<file path="config.mk">
export PLATFORM = sky130hd
export DESIGN_NAME = keypad_scan_flat
export DESIGN_NICKNAME = d
export VERILOG_FILES = /design/src/rtl/keypad_scan_if.sv /design/src/rtl/keypad_scan.sv /design/src/flat_wrapper.sv
export SDC_FILE = /design/constraint.sdc
export NUM_CORES = 1
export LEC_CHECK = 0
export CAP_MARGIN = 20
export CORE_MARGIN = 1.5
export CORE_UTILIZATION = 34
export CTS_CLUSTER_SIZE = 16
export DETAILED_ROUTE_END_ITERATION = 8
export SYNTH_ARGS = -nofsm -noshare
export SYNTH_HDL_FRONTEND = slang
export SYNTH_SLANG_ARGS = --single-unit
</file>
<file path="constraint.sdc">
create_clock -name clk -period 4.36 [get_ports clk]
set_clock_uncertainty 0.2 [all_clocks]
set_input_delay 0.436 -clock clk [delete_from_list [all_inputs] [get_ports clk]]
set_output_delay 0.436 -clock clk [all_outputs]
set_load 0.03 [all_outputs]
</file>
<file path="src/rtl/keypad_scan_if.sv">
// rtl/keypad_scan_if.sv - keypad matrix pins and decoded key outputs
interface keypad_scan_if;
   logic [2:0] key_col;
   logic [3:0] key_row;
   logic [9:0] keypad;
   logic       key_star;
   logic       key_hash;
   logic [3:0] key_code;
   logic       key_pulse;

   modport master (
      input  key_col,
      output key_row, keypad, key_star, key_hash, key_code, key_pulse
   );

   modport slave (
      output key_col,
      input  key_row, keypad, key_star, key_hash, key_code, key_pulse
   );
endinterface

</file>
<file path="src/rtl/keypad_scan.sv">
// rtl/keypad_scan.sv - 4x3 matrix keypad scanner with debounce and one-hot digit output
module keypad_scan #(
   parameter int ROW_CYC  = 4,
   parameter int DB_SCANS = 3
) (
   input  logic          clk,
   input  logic          rst,
   keypad_scan_if.master kp
);
   localparam int SW = (ROW_CYC > 1) ? $clog2(ROW_CYC) : 1;
   localparam int CW = (DB_SCANS > 1) ? $clog2(DB_SCANS) : 1;
   localparam logic [SW-1:0] SLOT_LAST  = SW'(ROW_CYC - 1);
   localparam logic [CW-1:0] CNT_LAST   = CW'(DB_SCANS - 1);
   localparam logic [3:0]    CODE_MULTI = 4'd14;
   localparam logic [3:0]    CODE_NONE  = 4'd15;

   typedef enum logic [1:0] {S_NONE, S_KEY, S_GAP} out_state_t;

   logic [2:0]    col_s1, col_s2;
   logic [SW-1:0] slot;
   logic [1:0]    row_idx;
   logic [3:0]    row_drv;
   logic [1:0]    acc_n;
   logic [3:0]    acc_code;
   logic [3:0]    cand;
   logic [CW-1:0] db_cnt;

   out_state_t state, state_n;
   logic [3:0] stable, stable_n;
   logic [3:0] code_q, code_n;
   logic       pulse_q, pulse_n;

   logic       sample, scan_end, accept;
   logic [2:0] row_n, tot_n;
   logic [3:0] row_code, tot_code, scan_res;

   function automatic logic [3:0] key_map(input logic [1:0] r, input logic [1:0] c);
      if (r == 2'd3)
         return (c == 2'd0) ? 4'd10 : ((c == 2'd1) ? 4'd0 : 4'd11);
      return ({2'b00, r} * 4'd3) + {2'b00, c} + 4'd1;
   endfunction

   // Low columns are counted across the whole scan; acc_code is only meaningful when acc_n == 1.
   always_comb begin
      sample   = (slot == SLOT_LAST);
      scan_end = sample && (row_idx == 2'd3);
      row_n    = 3'd0;
      row_code = CODE_NONE;
      for (int c = 0; c < 3; c++) begin
         if (!col_s2[c]) begin
            row_n    = row_n + 3'd1;
            row_code = key_map(row_idx, 2'(c));
         end
      end
      tot_n    = {1'b0, acc_n} + row_n;
      tot_code = (acc_n != 2'd0) ? acc_code : row_code;
      if (tot_n == 3'd0)
         scan_res = CODE_NONE;
      else if (tot_n == 3'd1)
         scan_res = tot_code;
      else
         scan_res = CODE_MULTI;
      accept = scan_end && ((DB_SCANS == 1) || ((scan_res == cand) && (db_cnt >= CNT_LAST)));
   end

   always_ff @(posedge clk or negedge rst) begin
      if (!rst) begin
         col_s1   <= 3'b111;
         col_s2   <= 3'b111;
         slot     <= '0;
         row_idx  <= 2'd0;
         row_drv  <= 4'b1110;
         acc_n    <= 2'd0;
         acc_code <= CODE_NONE;
         cand     <= CODE_NONE;
         db_cnt   <= '0;
      end else begin
         col_s1 <= kp.key_col;
         col_s2 <= col_s1;
         if (sample) begin
            slot    <= '0;
            row_idx <= row_idx + 2'd1;
            row_drv <= ~(4'b0001 << (row_idx + 2'd1));
            if (scan_end) begin
               acc_n    <= 2'd0;
               acc_code <= CODE_NONE;
               if (scan_res == cand) begin
                  if (db_cnt < CNT_LAST)
                     db_cnt <= db_cnt + 1'b1;
               end else begin
                  cand   <= scan_res;
                  db_cnt <= '0;
               end
            end else begin
               acc_n    <= (tot_n >= 3'd2) ? 2'd2 : tot_n[1:0];
               acc_code <= tot_code;
            end
         end else begin
            slot <= slot + 1'b1;
         end
      end
   end

   always_ff @(posedge clk or negedge rst) begin
      if (!rst) begin
         state   <= S_NONE;
         stable  <= CODE_NONE;
         code_q  <= CODE_NONE;
         pulse_q <= 1'b0;
      end else begin
         state   <= state_n;
         stable  <= stable_n;
         code_q  <= code_n;
         pulse_q <= pulse_n;
      end
   end

   // A key-to-key change passes through GAP so the consumer always sees a zero before the new digit.
   always_comb begin
      state_n  = state;
      stable_n = stable;
      code_n   = code_q;
      pulse_n  = 1'b0;
      case (state)
         S_NONE: begin
            if (accept && (scan_res != stable)) begin
               stable_n = scan_res;
               code_n   = scan_res;
               if (scan_res < 4'd12) begin
                  state_n = S_KEY;
                  pulse_n = 1'b1;
               end
            end
         end
         S_KEY: begin
            if (accept && (scan_res != stable)) begin
               stable_n = scan_res;
               if (scan_res < 4'd12) begin
                  state_n = S_GAP;
                  code_n  = CODE_NONE;
               end else begin
                  state_n = S_NONE;
                  code_n  = scan_res;
               end
            end
         end
         S_GAP: begin
            state_n = S_KEY;
            code_n  = stable;
            pulse_n = 1'b1;
         end
         default: begin
            state_n = S_NONE;
            code_n  = CODE_NONE;
         end
      endcase
   end

   assign kp.key_row   = row_drv;
   assign kp.key_code  = code_q;
   assign kp.key_pulse = pulse_q;
   assign kp.key_star  = (code_q == 4'd10);
   assign kp.key_hash  = (code_q == 4'd11);
   assign kp.keypad    = (code_q < 4'd10) ? (10'b1 << code_q) : 10'b0;
endmodule

</file>
<file path="src/flat_wrapper.sv">
// flat-port wrapper written by rule: the top's interface ports become plain ports
module keypad_scan_flat 
#(
   parameter int ROW_CYC  = 4,
   parameter int DB_SCANS = 3
)
  (clk, rst, kp_key_col, kp_key_row, kp_keypad, kp_key_star, kp_key_hash, kp_key_code, kp_key_pulse);
  keypad_scan_if kp_i ();
  input  logic clk;
  input  logic rst;
  input wire logic [$bits(kp_i.key_col)-1:0] kp_key_col;
  output wire logic [$bits(kp_i.key_row)-1:0] kp_key_row;
  output wire logic [$bits(kp_i.keypad)-1:0] kp_keypad;
  output wire logic [$bits(kp_i.key_star)-1:0] kp_key_star;
  output wire logic [$bits(kp_i.key_hash)-1:0] kp_key_hash;
  output wire logic [$bits(kp_i.key_code)-1:0] kp_key_code;
  output wire logic [$bits(kp_i.key_pulse)-1:0] kp_key_pulse;
  assign kp_i.key_col = kp_key_col;
  assign kp_key_row = kp_i.key_row;
  assign kp_keypad = kp_i.keypad;
  assign kp_key_star = kp_i.key_star;
  assign kp_key_hash = kp_i.key_hash;
  assign kp_key_code = kp_i.key_code;
  assign kp_key_pulse = kp_i.key_pulse;
  keypad_scan #(.ROW_CYC(ROW_CYC), .DB_SCANS(DB_SCANS)) u_core (.clk(clk), .rst(rst), .kp(kp_i));
endmodule
</file>
Word level (Yosys, flattened, before mapping)
Cells that the tools add are included.
{ "op_classes": {"shifts": 2, "eq_ne": 13, "n_lt_le_gt_ge": 5, "reduce_logical": 13, "bitwise_logic": 2, "mul": 1, "n_addsub": 10, "n_mux": 38} }
{ "ops": {"columns": ["cell", "n"], "rows": [
  ["two-way mux 4 bit", 16],
  ["two-way mux 2 bit", 9],
  ["adder 4 x 1 -> 4 bit (second input constant)", 3],
  ["one-hot mux 4 bit (3 select lines)", 1],
  ["two-way mux 10 bit", 1],
  ["<< shifter 1 x 4 -> 10 bit (first input constant)", 1],
  ["AND reduction 3 bit", 3],
  ["== test 4 bit (second input constant)", 2],
  ["< comparator 4 bit (second input constant)", 2],
  ["two-way mux 1 bit", 7],
  ["adder 2 x 1 -> 2 bit (second input constant)", 3],
  ["== test 2 bit (second input constant)", 3],
  ["two-way mux 3 bit", 2],
  ["!= test 2 x 1 -> 1 bit (second input constant)", 3],
  ["one-hot mux 2 bit (3 select lines)", 1],
  ["adder 4 x 2 -> 4 bit (second input constant)", 1],
  ["== test 4 bit", 1],
  ["logical AND 1 bit", 4],
  ["multiplier 2 x 2 -> 4 bit (second input constant)", 1],
  ["!= test 4 bit", 1],
  ["NOT 4 bit", 1],
  ["AND reduction 2 bit", 2],
  ["<< shifter 1 x 2 -> 4 bit (first input constant)", 1],
  ["adder 2 x 3 -> 3 bit", 1],
  ["other kinds (14)", 14]
]} }
{ "totals": {"regBits": 37, "out_inout_bits": 21, "word_cells": 97, "inputBits": 5} }

Depth between registers and ports, before layout
{ "depth": {"word_depth": 16, "depth_mapped": 12, "ltp_nobuf": 12} }

Worst setup path after synthesis
OpenSTA, ideal clock, no wires.
{ "synth_timing": {"kind": "register -> register", "from": "reg u_core.col_s2[1]", "to": "reg u_core.code_q[1] (netlist: u_core.kp.key_code[1])", "stages_incl_launch_ff": 13, "setup_time_ps": 82, "required_time_ps": 4078, "slack_ps": 453, "t_arrival_ps": 3625, "cell_sequence": "dfstp_2 > inv_1 > ha_1 > xnor2_1 > ha_1 > fa_1 > or3b_1 > mux2i_4 > o211ai_1 > xor2_1 > o41ai_4 > o21ai_2 > mux2_4"} }
{ "synth_between": {"elab_chain_cells": 13, "elab_cells_between_ends": 24} }
{ "synth_rtl": {"columns": ["item", "line_no", "rtl"], "rows": [
  ["from (decl)", "keypad_scan.sv:19", "logic [2:0] col_s1, col_s2;"],
  ["from (signal assigned)", "keypad_scan.sv:79", "col_s2 <= col_s1;"],
  ["two-way mux 3 bit", "keypad_scan.sv:50", "if (!col_s2[c]) begin"],
  ["adder 3 x 1 -> 3 bit", "keypad_scan.sv:51", "row_n = row_n + 3'd1;"],
  ["two-way mux 3 bit", "keypad_scan.sv:50", null],
  ["adder 2 x 3 -> 3 bit", "keypad_scan.sv:55", "tot_n = {1'b0, acc_n} + row_n;"],
  ["== test 3 x 1 -> 1 bit", "keypad_scan.sv:59", "else if (tot_n == 3'd1)"],
  ["two-way mux 4 bit", "keypad_scan.sv:59", null],
  ["two-way mux 4 bit (*)", "keypad_scan.sv:57", "if (tot_n == 3'd0)"],
  ["branches (longest 6 deep; another with < comparator 4 bit)", null, null],
  ["to (signal assigned)", "keypad_scan.sv:113", "code_q <= code_n;"],
  ["to (decl)", "keypad_scan.sv:30", "logic [3:0] code_q, code_n;"]
]} }
Mark *: on every way between the ends. The select of a mux whose other input is x is not followed.
A chain may end at the register's enable or synchronous reset.

Worst setup path after layout
Same ends and word-level chain as after synthesis.

==> results.toml <==
[run_status]
outcome = "completed"

[worst_setup_path]
crit_path_start = "u_core.col_s2[1]"
required_ns = 4.39
rr_worst_depth = 12
critical_path_peak_fanout = 10
critPathLaunchType = "register"
end_kind = "register"
worstSetupEndpoint = "u_core.kp.key_code[1]"
regToRegSetupSlack_ns = 0.26
critPathArrivalTime_ns = 4.12
r2r-start = "u_core.col_s2[1]"
worst-setup-path-type = "reg2reg"
rr_endpoint = "u_core.kp.key_code[1]"

[synthesis]
async_flop_share_pct = 100
synth_cell_type_count = 48
synth-xor-area-share_pct = 4.08
synth_seq_cells = 37
yosysMostFrequentCell = "nor2_1"
synth_seq_area_share_pct = 44.6
synth_common_cells = "nor2_1, dfstp_2, nand2_1"
synthTopCellsByArea = "dfstp_2, dfrtp_1, ha_1"
synth_top_family_by_area = "simple AND/OR/NAND/NOR gates"
syn_inst = 212
synth_compound_area_share_pct = 14.4
synth_top_area_share_pct = 30.6
ys.flop_type = "dfstp_2"
synth_nets = 231
yosysTopAreaCell = "dfstp_2"
avgSynthCellArea_um2 = 10.1
ys_warn_count = 0
netlist_area_mm2 = 0.00214
synthAdderAreaFrac_pct = 8.52
synthMuxAreaShare_pct = 5.89
synth_simple_gate_area_share_pct = 19.3
synth_edf_count = 0

[placed_design]
dpl.hpwl_um = 2980
portBuffers = 25
dp.cells = 307
gp_congestion = 0.824

[sta]
worst_pin_slew_ns = 0.583
whs_ns = 0.157
post-route-period-util_pct = 93.9
fin_crit_ns = 4.10
max_freq_ghz = 0.244
drv_slew = 0
finalHoldViolCount = 0
setup_viol_count_final = 0
slew_headroom_pct = 60.9

[floorplan]
row_count = 28
start_util_pct = 35.8
core_area_mm2 = 0.00599
die-area_mm2 = 0.00679
die_height_um = 82.4
ios = 26
die_x_um = 82.4

[detailed_routing]
route.detailed.drc = 0
postRouteAntennaNets = 0
num_vias = 1587
firstDrtPassIters = 4
viasPerCell = 5.01
wl_per_cell_um = 13.0
drtIter0Drc = 101
wirelength_um = 4120

[cells_and_area]
drive_gt1_share_pct = 22.7
final-seq-area_um2 = 957
multi_input_area_mm2 = 0.00112
fill_cells = 572
diodes = 0
syn_to_final_growth_pct = 22.4
layout.nets = 260
final_cells = 317
postLayoutCoreUtil_pct = 43.8

[clocking]
cts_root_buf = "clkbuf_8"
cts_resized = 0
cts_tree = "built"
cts_htree_levels = 2
ctsLongestPathBuffers = 2
clk-insertion-delay-late_ns = 0.29
cts_made_buffers = 5
path_clk_slew_ns = 0.07
cts.sinks = 37

[global_route]
grt_pass1_vias = 1478
grt_max_degree = 38
grt_pass1_wl_um = 7000
grt.total_usage_pct = 13.8
antenna_found_initial = 0
globalRouteOverflowTotal = 0

[power]
ir_worst_vdd_v = 0.000160
power.leakage_nw = 1.07
cellPowerDensity_mw_per_mm2 = 338

[min_path]
min_path_type = "reg2reg"

[flow_run]
maxCapViolCount = 0
stage by stage:
| stage | TNS, ns | power (mW) | instance area (um^2) | worst slack [ns] |
|---|---|---|---|---|
| 2_1_floorplan | 0 | 0.489 | 2140 | 0.453 |
| 3_3_place_gp | 0 | 0.531 | 2480 | 0.276 |
| 3_5_place_dp | 0 | 0.533 | 2480 | 0.206 |
| 4_1_cts | 0 | 0.894 | 2610 | 0.177 |
| 5_1_grt | -0.124 | 0.933 | 2630 | -0.0419 |
| 6_report | 0 | 0.887 | 2630 | 0.265 |
layout make-up:
class                   instances  area share (%)
clock buffers                   5            2.62
clock inverters                 3            2.48
inverters                      11            1.57
multi-input cells             157            42.6
flip-flops and latches         37            36.5
well taps                      75            3.57
repair buffers                 29            10.7
worst max-delay path, cell delays in order (launching register included):
cell and delay [ns]:
dfstp_2 0.60, inv_1 0.06, ha_1 0.29, xnor2_1 0.13, ha_1 0.19, fa_1 0.49, or3b_1 0.43, mux2i_4 0.20
a21boi_4 0.29, xnor2_1 0.14, o41ai_4 0.58, o21ai_2 0.12, mux2_4 0.31
power by group:
part	total (mW)	switching [mW]	leakage (nW)	internal (mW)
registers	0.391	0.0153	0.423	0.376
logic	0.142	0.0806	0.583	0.0612
clock network	0.354	0.127	0.0681	0.227
total	0.887	0.223	1.07	0.664
registers in the layout, summed over array words and instances, names as in the netlist:
name	cells
u_core.kp.key_code	4
u_core.kp.key_row	4
u_core.state	2
u_core.acc_code	4
u_core.col_s1	3
u_core.cand	4
u_core.row_idx	2
u_core.col_s2	3
u_core.acc_n	2
u_core.kp.key_pulse	1
u_core.db_cnt	2
u_core.stable	4
u_core.slot	2
layer usage:
metal / up-vias / wire length (um) / track usage [%]
li1: 799 / - / -
met1: 756 / 2170 / 19.5
met2: 25 / 1770 / 19.9
met3: 7 / 108 / 2.97
met4: 0 / 74 / 6.10
met5: - / 0 / 0
kinds of logic (layout without fill, tap and decap cells):
family / after synthesis / count (layout)
simple gates: 81 / 81
fa+ha+maj: 14 / 14
mux: 10 / 10
flops: 37 / 37
xor+xnor: 10 / 10
compound gates: 42 / 42
buf+inv: 18 / 48
what timing repair did:
action / 4_1_cts / 5_1_grt
hold buffers: 0 / 0
endpoints found under the setup margin: 0 / 8
buffers inserted: 0 / 2
worst min path at each step:
| stage | cells after the start | startpoint | to |
|---|---|---|---|
| 2_1_floorplan | 0 | rst | u_core.acc_n[0] |
| 3_3_place_gp | 0 | u_core.col_s1[2] | u_core.col_s2[2] |
| 3_5_place_dp | 0 | u_core.col_s1[0] | u_core.col_s2[0] |
| 4_1_cts | 0 | u_core.col_s1[0] | u_core.col_s2[0] |
| 5_1_grt | 0 | u_core.col_s1[0] | u_core.col_s2[0] |
| 6_report | 0 | u_core.col_s1[1] | u_core.col_s2[1] |
cell usage in the layout (no fill, tap or decap), types with 8 or more instances in the layout:
cell,count
ha_1,13
inv_1,11
o21ai_0,14
nand2_1,17
nor3_1,10
nor2_1,27
dfrtp_1,12
nand2b_1,8
dfstp_2,25
clkdlybuf4s50_1,25
(Power assumes the default switching activity.)
